`src/rtl/tone_sequencer.sv`:
```
// Queued square-wave note player: {note, duration} commands enter a FIFO and
// are played one after another, with an optional silent gap between notes.
module tone_sequencer #(
  parameter int CLK_HZ      = 100_000_000,
  parameter int NUM_OCTAVES = 4,
  parameter int FIFO_DEPTH  = 8,
  parameter int DUR_W       = 16,
  parameter int GAP_MS      = 10
) (
  input  logic                              CLK,
  input  logic                              RST_N,
  input  logic                              CMD_VALID,
  output logic                              CMD_READY,
  input  logic [7:0]                        NOTE,
  input  logic [DUR_W-1:0]                  DUR_MS,
  input  logic                              STOP,
  output logic                              SPEAKER,
  output logic                              BUSY,
  output logic                              NOTE_DONE,
  output logic [$clog2(FIFO_DEPTH+1)-1:0]   FIFO_COUNT
);

  // Half-period in clocks of semitone s in octave 5, rounded to nearest.
  function automatic int base_half(input int s);
    real f;
    f = 440.0 * (2.0 ** (real'(s + 3) / 12.0));
    return $rtoi(real'(CLK_HZ) / (2.0 * f) + 0.5);
  endfunction

  localparam int BASE [12] = '{base_half(0), base_half(1), base_half(2),
                               base_half(3), base_half(4), base_half(5),
                               base_half(6), base_half(7), base_half(8),
                               base_half(9), base_half(10), base_half(11)};
  localparam int HW   = $clog2(BASE[0] + 1);
  localparam int MS   = CLK_HZ / 1000;
  localparam int PW   = (MS > 1) ? $clog2(MS) : 1;
  localparam int AW   = (FIFO_DEPTH > 1) ? $clog2(FIFO_DEPTH) : 1;
  localparam int CW   = $clog2(FIFO_DEPTH + 1);
  localparam int MAXN = 12 * NUM_OCTAVES;
  localparam logic [DUR_W-1:0] GAP_V = DUR_W'(GAP_MS);

  function automatic logic [HW-1:0] half_of(input logic [7:0] note);
    logic [HW-1:0] h;
    h = '0;
    for (int o = 0; o < NUM_OCTAVES; o++)
      for (int s = 0; s < 12; s++)
        if (int'(note) == 1 + 12 * o + s) h = HW'(BASE[s] >> o);
    return h;
  endfunction

  typedef enum logic [1:0] {S_IDLE, S_LOAD, S_PLAY, S_GAP} state_t;

  state_t            r_state, w_state_nxt;
  logic [7:0]        r_mem_note [FIFO_DEPTH];
  logic [DUR_W-1:0]  r_mem_dur  [FIFO_DEPTH];
  logic [AW-1:0]     r_wr, r_rd;
  logic [CW-1:0]     r_count, w_count_nxt;
  logic [PW-1:0]     r_pre;
  logic [DUR_W-1:0]  r_ms_left;
  logic [HW-1:0]     r_hcnt, r_half;
  logic              r_rest, r_spk, r_done;
  logic              w_full, w_push, w_pop, w_tick, w_last, w_half_hit, w_head_rest;
  logic [7:0]        w_head_note;
  logic [DUR_W-1:0]  w_head_dur;

  assign w_full      = (r_count == CW'(FIFO_DEPTH));
  assign CMD_READY   = RST_N && !w_full && !STOP;
  assign w_push      = CMD_VALID && CMD_READY;
  assign w_pop       = (r_state == S_LOAD) && (r_count != '0) && !STOP;
  assign w_count_nxt = STOP ? '0 : r_count + CW'(w_push) - CW'(w_pop);
  assign w_head_note = r_mem_note[r_rd];
  assign w_head_dur  = r_mem_dur[r_rd];
  assign w_head_rest = (w_head_note == 8'd0) || (int'(w_head_note) > MAXN);
  assign w_tick      = (r_pre == PW'(MS - 1));
  assign w_last      = w_tick && (r_ms_left == DUR_W'(1));
  assign w_half_hit  = (r_hcnt == r_half - HW'(1));

  assign SPEAKER    = r_spk;
  assign NOTE_DONE  = r_done;
  assign FIFO_COUNT = r_count;
  assign BUSY       = (r_count != '0) || (r_state != S_IDLE);

  always_ff @(posedge CLK) begin
    if (w_push) begin
      r_mem_note[r_wr] <= NOTE;
      r_mem_dur[r_wr]  <= DUR_MS;
    end
  end

  always_ff @(posedge CLK or negedge RST_N) begin
    if (!RST_N) begin
      r_wr    <= '0;
      r_rd    <= '0;
      r_count <= '0;
    end else begin
      r_count <= w_count_nxt;
      if (STOP) begin
        r_wr <= '0;
        r_rd <= '0;
      end else begin
        if (w_push) r_wr <= r_wr + AW'(1);
        if (w_pop)  r_rd <= r_rd + AW'(1);
      end
    end
  end

  always_ff @(posedge CLK or negedge RST_N) begin
    if (!RST_N) r_state <= S_IDLE;
    else        r_state <= w_state_nxt;
  end

  // A zero-length entry is dropped in LOAD and the next one is fetched directly.
  always_comb begin
    w_state_nxt = r_state;
    case (r_state)
      S_IDLE: if (r_count != '0) w_state_nxt = S_LOAD;
      S_LOAD: begin
        if (w_head_dur == '0) w_state_nxt = (w_count_nxt != '0) ? S_LOAD : S_IDLE;
        else                  w_state_nxt = S_PLAY;
      end
      S_PLAY: begin
        if (w_last) begin
          if (GAP_MS != 0) w_state_nxt = S_GAP;
          else             w_state_nxt = (r_count != '0) ? S_LOAD : S_IDLE;
        end
      end
      S_GAP:   if (w_last) w_state_nxt = (r_count != '0) ? S_LOAD : S_IDLE;
      default: w_state_nxt = S_IDLE;
    endcase
    if (STOP) w_state_nxt = S_IDLE;
  end

  always_ff @(posedge CLK) begin
    if (r_state == S_LOAD) begin
      r_half <= half_of(w_head_note);
      r_rest <= w_head_rest;
    end
  end

  always_ff @(posedge CLK or negedge RST_N) begin
    if (!RST_N) begin
      r_pre     <= '0;
      r_ms_left <= '0;
      r_hcnt    <= '0;
      r_spk     <= 1'b0;
      r_done    <= 1'b0;
    end else begin
      r_done <= 1'b0;
      if (STOP) begin
        r_pre     <= '0;
        r_ms_left <= '0;
        r_hcnt    <= '0;
        r_spk     <= 1'b0;
      end else begin
        case (r_state)
          S_LOAD: begin
            r_pre     <= '0;
            r_hcnt    <= '0;
            r_spk     <= 1'b0;
            r_ms_left <= w_head_dur;
          end
          S_PLAY: begin
            if (w_last) begin
              r_done    <= 1'b1;
              r_spk     <= 1'b0;
              r_pre     <= '0;
              r_hcnt    <= '0;
              r_ms_left <= GAP_V;
            end else begin
              if (w_tick) begin
                r_pre     <= '0;
                r_ms_left <= r_ms_left - DUR_W'(1);
              end else begin
                r_pre <= r_pre + PW'(1);
              end
              // Rests run the same counters but keep the output low.
              if (w_half_hit) begin
                r_hcnt <= '0;
                r_spk  <= ~r_spk & ~r_rest;
              end else begin
                r_hcnt <= r_hcnt + HW'(1);
              end
            end
          end
          S_GAP: begin
            r_spk <= 1'b0;
            if (w_tick) begin
              r_pre     <= '0;
              r_ms_left <= r_ms_left - DUR_W'(1);
            end else begin
              r_pre <= r_pre + PW'(1);
            end
          end
          default: r_spk <= 1'b0;
        endcase
      end
    end
  end

endmodule

```
`config.mk`:
```
export PLATFORM = sky130hd
export DESIGN_NAME = tone_sequencer
export DESIGN_NICKNAME = d
export VERILOG_FILES = /design/src/rtl/tone_sequencer.sv
export SDC_FILE = /design/constraint.sdc
export NUM_CORES = 1
export LEC_CHECK = 0
export ABC_CLOCK_PERIOD_IN_PS = 3540
export CAP_MARGIN = 20
export CORE_MARGIN = 2
export CORE_UTILIZATION = 55
export DETAILED_ROUTE_END_ITERATION = 6
export GPL_TIMING_DRIVEN = 1
export PLACE_DENSITY = 0.72
export SYNTH_ARGS = -nofsm -noshare
export SYNTH_HDL_FRONTEND = slang
export SYNTH_SLANG_ARGS = --single-unit
```
`constraint.sdc`:
```
create_clock -name CLK -period 3.54 [get_ports CLK]
set_input_delay 0.708 -clock CLK [delete_from_list [all_inputs] [get_ports CLK]]
set_output_delay 0.708 -clock CLK [all_outputs]
set_load 0.005 [all_outputs]
```
==> results of run 1 <==
==> cells in the mapped netlist (all sizes together) (5+ instances only) <==
cell,number
a21oi,35
nand3,45
o32ai,5
a221o,8
o31ai,6
nor4,19
o21ai,64
and3,15
mux4,38
nand4,16
mux2,11
buf,24
o22ai,9
a211oi,14
nand2b,15
a21o,10
a31oi,6
ha,13
nor2b,12
nor2,111
and2,9
inv,16
a22oi,8
mux2i,20
xor2,12
or2,6
xnor2,26
edfxtp,210
or3,9
nor3,41
nand2,98
dfrtp,64
o211ai,5
clkbuf,35
==> power breakdown <==
group	switching [mW]	internal, mW	total (mW)
clock	1.18	1.65	2.82
combinational	1.12	0.723	1.85
sequential	0.144	3.64	3.78
total	2.45	6.01	8.45
==> worst min path at each step <==
| stage | start | to | slack, ns | cells past startpoint |
|---|---|---|---|---|
| after floorplan | RST_N | FIFO_COUNT[0] | 0.41 | 0 |
| after global placement | r_pre[16] | r_pre[16] | 0.50 | 2 |
| after detailed placement | r_pre[16] | r_pre[16] | 0.51 | 2 |
| after CTS | RST_N | r_ms_left[7] | 0.42 | 2 |
| after global routing | RST_N | r_ms_left[6] | 0.47 | 2 |
| final | RST_N | r_pre[8] | 0.40 | 2 |
==> kinds of logic after synthesis <==
logic type,synth area share [%]
and+or+nand+nor,15.7
DFF,58.7
AOI/OAI and AO/OA,10.7
buffers and inverters,2.27
muxes,8.75
xor gates and xnor gates,2.47
adders and majority gates,1.36
==> through the flow <==
stage | TNS, ns | total power, mW | instances | hold slack (ns)
after floorplan | 0 | 4.98 | 1108 | 0.412
after global placement | -0.136 | 5.66 | 1488 | 0.499
after detailed placement | -0.213 | 5.66 | 1488 | 0.513
after CTS | 0 | 8.49 | 1540 | 0.418
after global routing | 0 | 8.82 | 1540 | 0.471
final | 0 | 8.45 | 1541 | 0.395
==> placed cells by master, fill, tap and decap left out, drive strengths merged, types with 19 or more instances in the layout <==
| cell | count |
|---|---|
| nand2 | 98 |
| edfxtp | 210 |
| nor4 | 19 |
| nor2 | 111 |
| nand3 | 45 |
| nor3 | 41 |
| clkdlybuf4s50 | 34 |
| mux2i | 20 |
| a21oi | 35 |
| buf | 81 |
| mux4 | 38 |
| o21ai | 64 |
| clkbuf | 42 |
| xnor2 | 26 |
| dfrtp | 64 |
==> state kept, by name, summed over array words and instances (netlist names), 2 cells and up <==
signal,cells
r_rd,3
r_pre,17
r_ms_left,16
r_half,17
r_mem_note,64
r_state,2
r_mem_dur,128
FIFO_COUNT,4
r_wr,3
r_hcnt,17
==> cell type report <==
class / count / area (sq um) / area share (%)
diodes: 1 / 2.50 / 0.0160
clock buffers: 42 / 803 / 5.15
clock inverters: 10 / 103 / 0.658
inverters: 16 / 60.1 / 0.385
multi-input cells: 759 / 5330 / 34.2
flip-flops and latches: 274 / 7910 / 50.7
well taps: 324 / 405 / 2.60
repair buffers: 115 / 983 / 6.30
==> per-layer routing <==
layer | share of wire [%] | vias up
met5 | 0 | -
met4 | 2.7 | 0
li1 | - | 4445
met3 | 6.2 | 64
met2 | 46 | 328
met1 | 45 | 4714
==> metrics.log, run 1 <==
INFO  metric drt_pre_antenna_iters = 6
INFO  metric final_core_utilization = between 60% and 70%
INFO  metric gp_congestion = roughly 0.94
INFO  metric grt_busiest_layer = met2
INFO  metric synth_area_per_cell = about 12 sq um
INFO  metric start_util = between 50% and 60%
INFO  metric critical_path.startpoint_type = flip-flop
INFO  metric timing.critical_path.cells = inv_1 > ha_1 > or4b_4 > nor4_4 > nand2_1 > xnor2_1 > or4_1 > nor4_4 > buf_12 > nor2_4 > a221o_1
INFO  metric worst_case_reg_to_reg_path_depth = 11
INFO  metric cp_slowest_stage_delay = ~0.55 ns
INFO  metric route.antenna.remaining_nets = 0
INFO  metric placement.setup.worst_slack = -0.213 ns
INFO  metric outcome = finished clean
INFO  metric die_w = 161 um
INFO  metric worstPathRequired = 3.94 ns
INFO  metric cts_made_buffers = 28
INFO  metric gr-usage-all-layers = approximately a quarter
INFO  metric max-vdd-ir-drop = between 0.0004 and 0.0005 V
INFO  metric place_hpwl = roughly 21000 um
INFO  metric yosys.area.top_type_share = a little under half
INFO  metric asyncSetResetFlopFracSynth = roughly a quarter
INFO  metric path_common_cell = nor4_4
INFO  metric initialDrtViolationCount = 853
INFO  metric timing.critical_path.from = r_half[0]
INFO  metric cp_num_cells = 11
INFO  metric synth.yosys.seq_area_share = roughly three fifths
INFO  metric gr-usage-met3 = under 10%
INFO  metric wp_data_arrival = 3.71 ns
INFO  metric most_common_flop_cell_mapped_by_yosys = edfxtp_1
INFO  metric floorplan.die_area = approximately 0.026 sq mm
INFO  metric regToRegStartpoint = r_half[0]
INFO  metric clk_latency = between 0.5 and 0.6 ns
INFO  metric wl_per_cell = between 20 and 25 um
INFO  metric worst_slew_pin_slew = 0.944 ns
INFO  metric slew_headroom = around 37%
INFO  metric cap_viol_max_count = 0
INFO  metric number_of_h_tree_levels = 1
INFO  metric clock_sink_count = ~270
INFO  metric critical_path_start_end_classification = flip-flop to flip-flop
INFO  metric rsz0062_at_grt = false
INFO  metric hold_violations = 0
INFO  metric synth_fp_nets = between 1000 and 1500
INFO  metric worstSetupEndpoint = r_hcnt[2]
INFO  metric yosysUniqueCellTypes = 74
INFO  metric dr_total_vias = about 9600
INFO  metric synth_area_leader_cell = edfxtp_1
INFO  metric pin_count = 36
INFO  metric slew_viol_final = 0
INFO  metric critPathBufInv = 2
INFO  metric layout-drive-gt1-share = between 10% and 20%
INFO  metric crit_family = simple AND/OR/NAND/NOR gates
INFO  metric floorplan.rows = 57
INFO  metric hold_removal_path_class = input port to asynchronous set/reset pin
INFO  metric cts_max_path_buffers = 3
INFO  metric postLayoutCellArea = 0.0156 sq mm
INFO  metric final.min_clock_period = between 3 and 4 ns
INFO  metric power_per_cell_area = 542 mW/mm^2
INFO  metric holdBufCountCts = 0
INFO  metric grt_first_pass_wirelength = approximately 50000 um
INFO  metric grt.overflow.total = 0
INFO  metric final_layout_fill_cell_count = ~1800
INFO  metric via_per_inst = ~6.2
INFO  metric fin_skew = between 0.04 and 0.05 ns
INFO  metric final_critical_path_setup_slack = approximately 0.23 ns
INFO  metric ys_ff_latch = ~270
INFO  metric regToRegEndpoint = r_hcnt[2]
INFO  metric antenna_found_initial = 1
INFO  metric placed_cell_area = 0.0147 sq mm
INFO  metric synthesis.area = 0.0135 sq mm
INFO  metric max_clock_freq = slightly above 0.3 GHz
INFO  metric grt_util_met2 = about two fifths
INFO  metric critPathSlowestCell = or4_1
INFO  metric synth.yosys.warnings = 0
INFO  metric nets = ~1200
INFO  metric cts_setup_buffers = 0
INFO  metric chipHeight = 161 um
INFO  metric cts_root_buffer = clkbuf_16
INFO  metric grt_util_met1 = 36.2%
INFO  metric fin_crit_sh = 93.5%
INFO  metric area.growth.synth_to_final = 15.7%
INFO  metric port_buffers = 35
INFO  metric clkTransAtPathRegs = approximately 0.060 ns
INFO  metric grt_max_degree = 65
INFO  metric wirelength = 31200 um
INFO  metric fp.coreArea = roughly 0.024 sq mm
INFO  metric drt_drc_violations_left = 0
INFO  metric grt_pass1_vias = roughly 9100
INFO  metric static-leakage-power = around 5.5 nW
INFO  metric setup_viol_count_final = 0
INFO  metric crit_fanout = 20
INFO  metric regToRegSetupSlack = approximately 0.23 ns
INFO  metric synth_cells = around 1100
INFO  metric cts.repair.resized = 0
INFO  metric worst_setup_path_end_kind = flip-flop
INFO  metric tritoncts_clock_tree = built
INFO  metric synth_top_cells_by_area = edfxtp_1, dfrtp_1, mux4_2, nor2_1, nand2_1
INFO  metric synth_enable_flop_cells = 210
No activity file was read; power rests on OpenSTA's default activity.
==> inputs of run 2 (changes only) <==
--- a/config.mk
+++ b/config.mk
@@ -7,6 +7,7 @@
 export LEC_CHECK = 0
 export ABC_CLOCK_PERIOD_IN_PS = 3540
 export CAP_MARGIN = 20
+export CORE_ASPECT_RATIO = 1.2
 export CORE_MARGIN = 2
 export CORE_UTILIZATION = 55
 export DETAILED_ROUTE_END_ITERATION = 6
==> metrics.log, run 2 (synthesis results as in run 1) <==
INFO  metric fin_crit_sh = between 90% and 100%
INFO  metric fp.coreArea = 0.0240 sq mm
INFO  metric final_cells = ~1500
INFO  metric max-vdd-ir-drop = around 0.00043 V
INFO  metric hold_ws = between 0.3 and 0.4 ns
INFO  metric grt.overflow.total = 0
INFO  metric cts_root_buffer = clkbuf_16
INFO  metric power_per_cell_area = 542 mW/mm^2
INFO  metric gr-usage-all-layers = 25.3%
INFO  metric mostFrequentLayoutCells = edfxtp_1, nor2_1, nand2_1
INFO  metric route.antenna.remaining_nets = 0
INFO  metric layout.cells.most_common = edfxtp_1
INFO  metric slew_headroom = a little under half
INFO  metric chipHeight = about 180 um
INFO  metric cts.repair.resized = 0
INFO  metric placedCellCount = 1470
INFO  metric antenna-diode-count = 0
INFO  metric clock_sink_count = between 200 and 300
INFO  metric final_layout_fill_cell_count = approximately 1800
INFO  metric tritoncts_clock_tree = built
INFO  metric worst_slew_pin_slew = between 0.8 and 0.9 ns
INFO  metric critical_path_start_end_classification = flip-flop to flip-flop
INFO  metric grt_first_pass_wirelength = ~52000 um
INFO  metric regMostFlops = r_mem_dur
INFO  metric wl_per_cell = 21.1 um
INFO  metric grt_pass1_vias = 9512
INFO  metric cap_viol_max_count = 0
INFO  metric antenna_found_initial = 0
INFO  metric clk_latency = ~0.56 ns
INFO  metric cts_max_path_buffers = 3
INFO  metric via_per_inst = approximately 6.3
INFO  metric largest_reg_flops = approximately 130
INFO  metric die_w = 147 um
INFO  metric pin_count = 36
INFO  metric timing.critical_path.cells = inv_1 > ha_1 > or4b_4 > nor4_4 > nand2_1 > xnor2_1 > or4_1 > nor4_4 > buf_2 > nor2_1 > a221o_1
INFO  metric crit_family = simple AND/OR/NAND/NOR gates
INFO  metric slew_viol_final = 0
INFO  metric gp_congestion = just under 1
INFO  metric placement.setup.worst_slack = -0.267 ns
INFO  metric outcome = finished clean
INFO  metric path_common_cell = nor4_4
INFO  metric crit_fanout = 10
INFO  metric biggestRegsByFlops = r_mem_dur (128), r_mem_note (64)
INFO  metric floorplan.rows = between 60 and 70
INFO  metric cts_made_buffers = 27
INFO  metric max_clock_freq = around 0.30 GHz
INFO  metric dr_total_vias = approximately 9600
INFO  metric rsz0062_at_grt = false
INFO  metric area.growth.synth_to_final = 14.4%
INFO  metric port_buffers = 35
INFO  metric critPathBufInv = 2
INFO  metric clkTransAtPathRegs = 0.06 ns
INFO  metric drt_drc_violations_left = 0
INFO  metric final.min_clock_period = 3.32 ns
INFO  metric layout-drive-gt1-share = around 16%
INFO  metric setup_viol_count_final = 0
INFO  metric grt_max_degree = 65
INFO  metric hold_removal_path_class = input port to asynchronous set/reset pin
INFO  metric cp_slowest_stage_delay = 0.55 ns
INFO  metric wp_data_arrival = about 3.8 ns
INFO  metric worstPathRequired = around 4.0 ns
INFO  metric hold_violations = 0
INFO  metric static-leakage-power = 5.38 nW
INFO  metric drt_pre_antenna_iters = 5
INFO  metric critPathSlowestCell = or4_1
INFO  metric final_critical_path_setup_slack = between 0.2 and 0.25 ns
INFO  metric fin_skew = roughly 0.019 ns
INFO  metric nets = approximately 1200
INFO  metric wirelength = around 32000 um
INFO  metric start_util = 56.0%
INFO  metric worst_setup_path_end_kind = flip-flop
INFO  metric floorplan.die_area = between 0.02 and 0.03 sq mm
INFO  metric critical_path.startpoint_type = flip-flop
INFO  metric number_of_h_tree_levels = 1
INFO  metric initialDrtViolationCount = roughly 700
INFO  metric cts_setup_buffers = 0
INFO  metric timing.critical_path.from = r_half[0]
INFO  metric holdBufCountCts = 0
INFO  metric regToRegStartpoint = r_half[0]
INFO  metric place_hpwl = roughly 21000 um
==> run 2: cell types whose count changed in the layout (fill, tap and decap cells not counted), moves of 2 or more <==
cell / before / now
buf_4: 77 / 63
clkbuf_1: 9 / 6
clkbuf_8: 5 / 0
clkinv_1: 1 / 5
clkinv_2: 6 / 4
clkinvlp_2: 0 / 2
clkinvlp_4: 0 / 2
==> run 2: power breakdown <==
part | switching [mW] | internal, mW | total [mW]
Clock | 1.19 | 1.55 | 2.74
Combinational | 1.13 | 0.697 | 1.82
Sequential | 0.156 | 3.64 | 3.80
==> run 2: final cells by class <==
cell class	instances	area (sq um)	area share (%)
multi-input combinational	759	5330	34.6
sequential	274	7910	51.3
clock buffer	33	698	4.53
timing repair buffer	102	875	5.67
inverter	16	60.1	0.389
tap	320	400	2.60
clock inverter	16	144	0.933
==> run 2: routing by layer <==
metal	vias up	global-route usage, %	part of all wire [%]
li1	4413	-	-
met1	4735	34.9	42
met2	325	41.7	49
met3	87	3.64	5.9
met4	0	9.25	3.3
met5	-	0	0
==> run 2: through the flow <==
step	cell area [sq um]	utilization (%)	total power, mW	TNS, ns
3_3_place_gp	14600	60.6	5.64	-0.120
4_1_cts	15400	64.1	8.39	0
6_report	15400	64.1	8.36	0
2_1_floorplan	13500	-	4.98	0
5_1_grt	15400	64.1	8.72	0
3_5_place_dp	14600	60.6	5.64	-0.267
==> run 2: path summary, 6_finish.rpt <==
path                       slack, ns          to  cells past startpoint
max                             0.22  r_hcnt[16]                     11
min                             0.36   r_pre[11]                      2
max reg2reg                     0.22  r_hcnt[16]                     11
min reg2reg                     0.52    r_pre[7]                      1
max in group asynchronous       2.54     r_rd[1]                      2
min in group CLK                0.52    r_pre[7]                      1
==> run 2: worst register-to-register path, stage by stage, from the launching register on <==
cell and delay (ns):
edfxtp_1 0.45, inv_1 0.09, ha_1 0.19, or4b_4 0.53, nor4_4 0.21, nand2_1 0.10, xnor2_1 0.12, or4_1 0.55
nor4_4 0.31, buf_2 0.30, nor2_1 0.09, a221o_1 0.26
==> inputs of run 3 (changes only) <==
--- a/config.mk
+++ b/config.mk
@@ -6,7 +6,7 @@
 export NUM_CORES = 1
 export LEC_CHECK = 0
 export ABC_CLOCK_PERIOD_IN_PS = 3540
-export CAP_MARGIN = 20
+export CAP_MARGIN = 10
 export CORE_ASPECT_RATIO = 1.2
 export CORE_MARGIN = 2
 export CORE_UTILIZATION = 55
==> constraint.sdc (replaced) <==
create_clock -name CLK -period 3.54 [get_ports CLK]
set_input_delay 0.708 -clock CLK [delete_from_list [all_inputs] [get_ports CLK]]
set_output_delay 0.708 -clock CLK [all_outputs]
set_load 0.02 [all_outputs]
==> metrics.log, run 3 (synthesis results as in run 1) <==
INFO  metric hold_violations = 0
INFO  metric grt_max_degree = 65
INFO  metric antenna-diode-count = 0
INFO  metric gp_congestion = ~0.98
INFO  metric pin_count = 36
INFO  metric dr_total_vias = approximately 9400
INFO  metric worstPathRequired = 3.97 ns
INFO  metric drt_pre_antenna_iters = 7
INFO  metric hold_removal_path_class = input port to asynchronous set/reset pin
INFO  metric chipHeight = ~180 um
INFO  metric slew_headroom = between 40% and 50%
INFO  metric p_seq_share = 44.3%
INFO  metric die_w = ~150 um
INFO  metric outcome = finished clean
INFO  metric tritoncts_clock_tree = built
INFO  metric biggestRegsByFlops = r_mem_dur (128), r_mem_note (64)
INFO  metric p_clk_share = 34.3%
INFO  metric crit_fanout = 19
INFO  metric clk_latency = roughly 0.55 ns
INFO  metric via_per_inst = 6.20
INFO  metric critical_path.startpoint_type = flip-flop
INFO  metric placement.setup.worst_slack = -0.186 ns
INFO  metric hold_ws = about 0.36 ns
INFO  metric nets = roughly 1200
INFO  metric max_clock_freq = between 0.3 and 0.4 GHz
INFO  metric cts_max_path_buffers = 3
INFO  metric total_switching_power = around 2.5 mW
INFO  metric largest_reg_flops = about 130
INFO  metric holdBufCountCts = 0
INFO  metric layout-drive-gt1-share = 15.2%
INFO  metric floorplan.rows = a little over 60
INFO  metric worst_slew_pin_slew = around 0.86 ns
INFO  metric antenna_found_initial = 0
INFO  metric number_of_h_tree_levels = 1
INFO  metric start_util = 56.0%
INFO  metric final_critical_path_setup_slack = ~0.23 ns
INFO  metric fin_crit_sh = between 90% and 100%
INFO  metric cts_root_buffer = clkbuf_16
INFO  metric grt_first_pass_wirelength = between 50000 and 60000 um
INFO  metric slew_viol_final = 0
INFO  metric final.min_clock_period = between 3 and 4 ns
INFO  metric clkTransAtPathRegs = about 0.060 ns
INFO  metric clock_sink_count = 274
INFO  metric cts_made_buffers = 27
INFO  metric placedCellCount = approximately 1500
INFO  metric power.total = between 8 and 9 mW
INFO  metric route.antenna.remaining_nets = 0
INFO  metric gr-usage-all-layers = approximately 24%
INFO  metric drt_drc_violations_left = 0
INFO  metric area.growth.synth_to_final = 14.5%
INFO  metric fin_skew = about 0.014 ns
INFO  metric port_buffers = 35
INFO  metric floorplan.die_area = between 0.02 and 0.03 sq mm
INFO  metric power_per_cell_area = ~560 mW/mm^2
INFO  metric mostFrequentLayoutCells = edfxtp_1, nor2_1, nand2_1
INFO  metric grt.overflow.total = 0
INFO  metric wp_data_arrival = 3.73 ns
INFO  metric power_report.internal_total = 6.04 mW
INFO  metric worst_setup_path_end_kind = flip-flop
INFO  metric layout.cells.most_common = edfxtp_1
INFO  metric regToRegStartpoint = r_half[0]
INFO  metric wl_per_cell = ~20 um
INFO  metric rsz0062_at_grt = false
INFO  metric grt_pass1_vias = ~9300
INFO  metric setup_viol_count_final = 0
INFO  metric timing.critical_path.from = r_half[0]
INFO  metric place_hpwl = between 20000 and 25000 um
INFO  metric initialDrtViolationCount = 700
INFO  metric final_core_utilization = ~64%
INFO  metric regMostFlops = r_mem_dur
INFO  metric max-vdd-ir-drop = between 0.0004 and 0.0005 V
INFO  metric wirelength = 31000 um
INFO  metric combPwrFrac = 21.4%
INFO  metric final_cells = about 1500
INFO  metric net_switching_fraction_of_the_power = between 20% and 30%
INFO  metric static-leakage-power = approximately 5.4 nW
INFO  metric fp.coreArea = about 0.024 sq mm
INFO  metric critical_path_start_end_classification = flip-flop to flip-flop
INFO  metric cap_viol_max_count = 0
run 3: cell types whose count changed in the layout (fill, tap and decap cells not counted), sizes merged:
cell      before  now
clkinvlp       4    1
clkinv         9   11
buf           68   59
clkbuf        33   31
bufinv         2    4
inv           17   19
run 3: per-layer routing:
metal  vias up  track usage, %  part of all wire (%)  wire length [um]
li1       4406               -                     -                 -
met1      4568            34.1                    43             13200
met2       333            40.4                    48             14900
met3        71            3.04                   6.1              1880
met4         0            8.01                   3.0               939
met5         -               0                     0                 0
run 3: final timing paths:
check	slack, ns	end	cells past startpoint
setup / recovery	0.23	r_hcnt[2]	11
hold / removal	0.36	r_pre[10]	2
setup reg to reg	0.23	r_hcnt[2]	11
hold reg to reg	0.53	r_pre[16]	2
max in group asynchronous	2.52	r_rd[1]	2
min in group CLK	0.53	r_pre[16]	2
run 3: final cells by class:
class,count,area (sq um)
clock buffers,31,691
clock inverters,19,224
fillers,1812,8610
inverters,16,60.1
multi-input cells,759,5340
flip-flops and latches,274,7910
well taps,320,400
repair buffers,93,810
run 3: worst max-delay path: stages (launching register included):
cell and delay, ns:
edfxtp_1 0.44, inv_1 0.09, ha_1 0.19, or4b_4 0.53, nor4_4 0.21, nand2_1 0.11
xnor2_1 0.13, or4_1 0.55, nor4_4 0.37, buf_6 0.24, nor4b_1 0.08, a221o_1 0.26
run 3: power groups by stage:
stage          Clock (mW)  Sequential, mW  Combinational [mW]
2_1_floorplan           0            3.82                1.19
3_3_place_gp            0            3.85                1.80
3_5_place_dp            0            3.86                1.80
4_1_cts              2.99            3.79                1.81
5_1_grt              3.13            3.82                2.01
6_report             2.94            3.79                1.84
run 3: per-stage QoR:
stage	setup TNS, ns	area, sq um
final	0	15400
after global routing	0	15400
after CTS	0	15400
after detailed placement	-0.186	14500
after global placement	-0.122	14500
after floorplan	0	13500
run 3: timing repair:
action,in CTS,in global routing
gates resized for setup,0,1
setup buffers,0,0
hold endpoints to repair,0,0
setup endpoints to repair,0,9
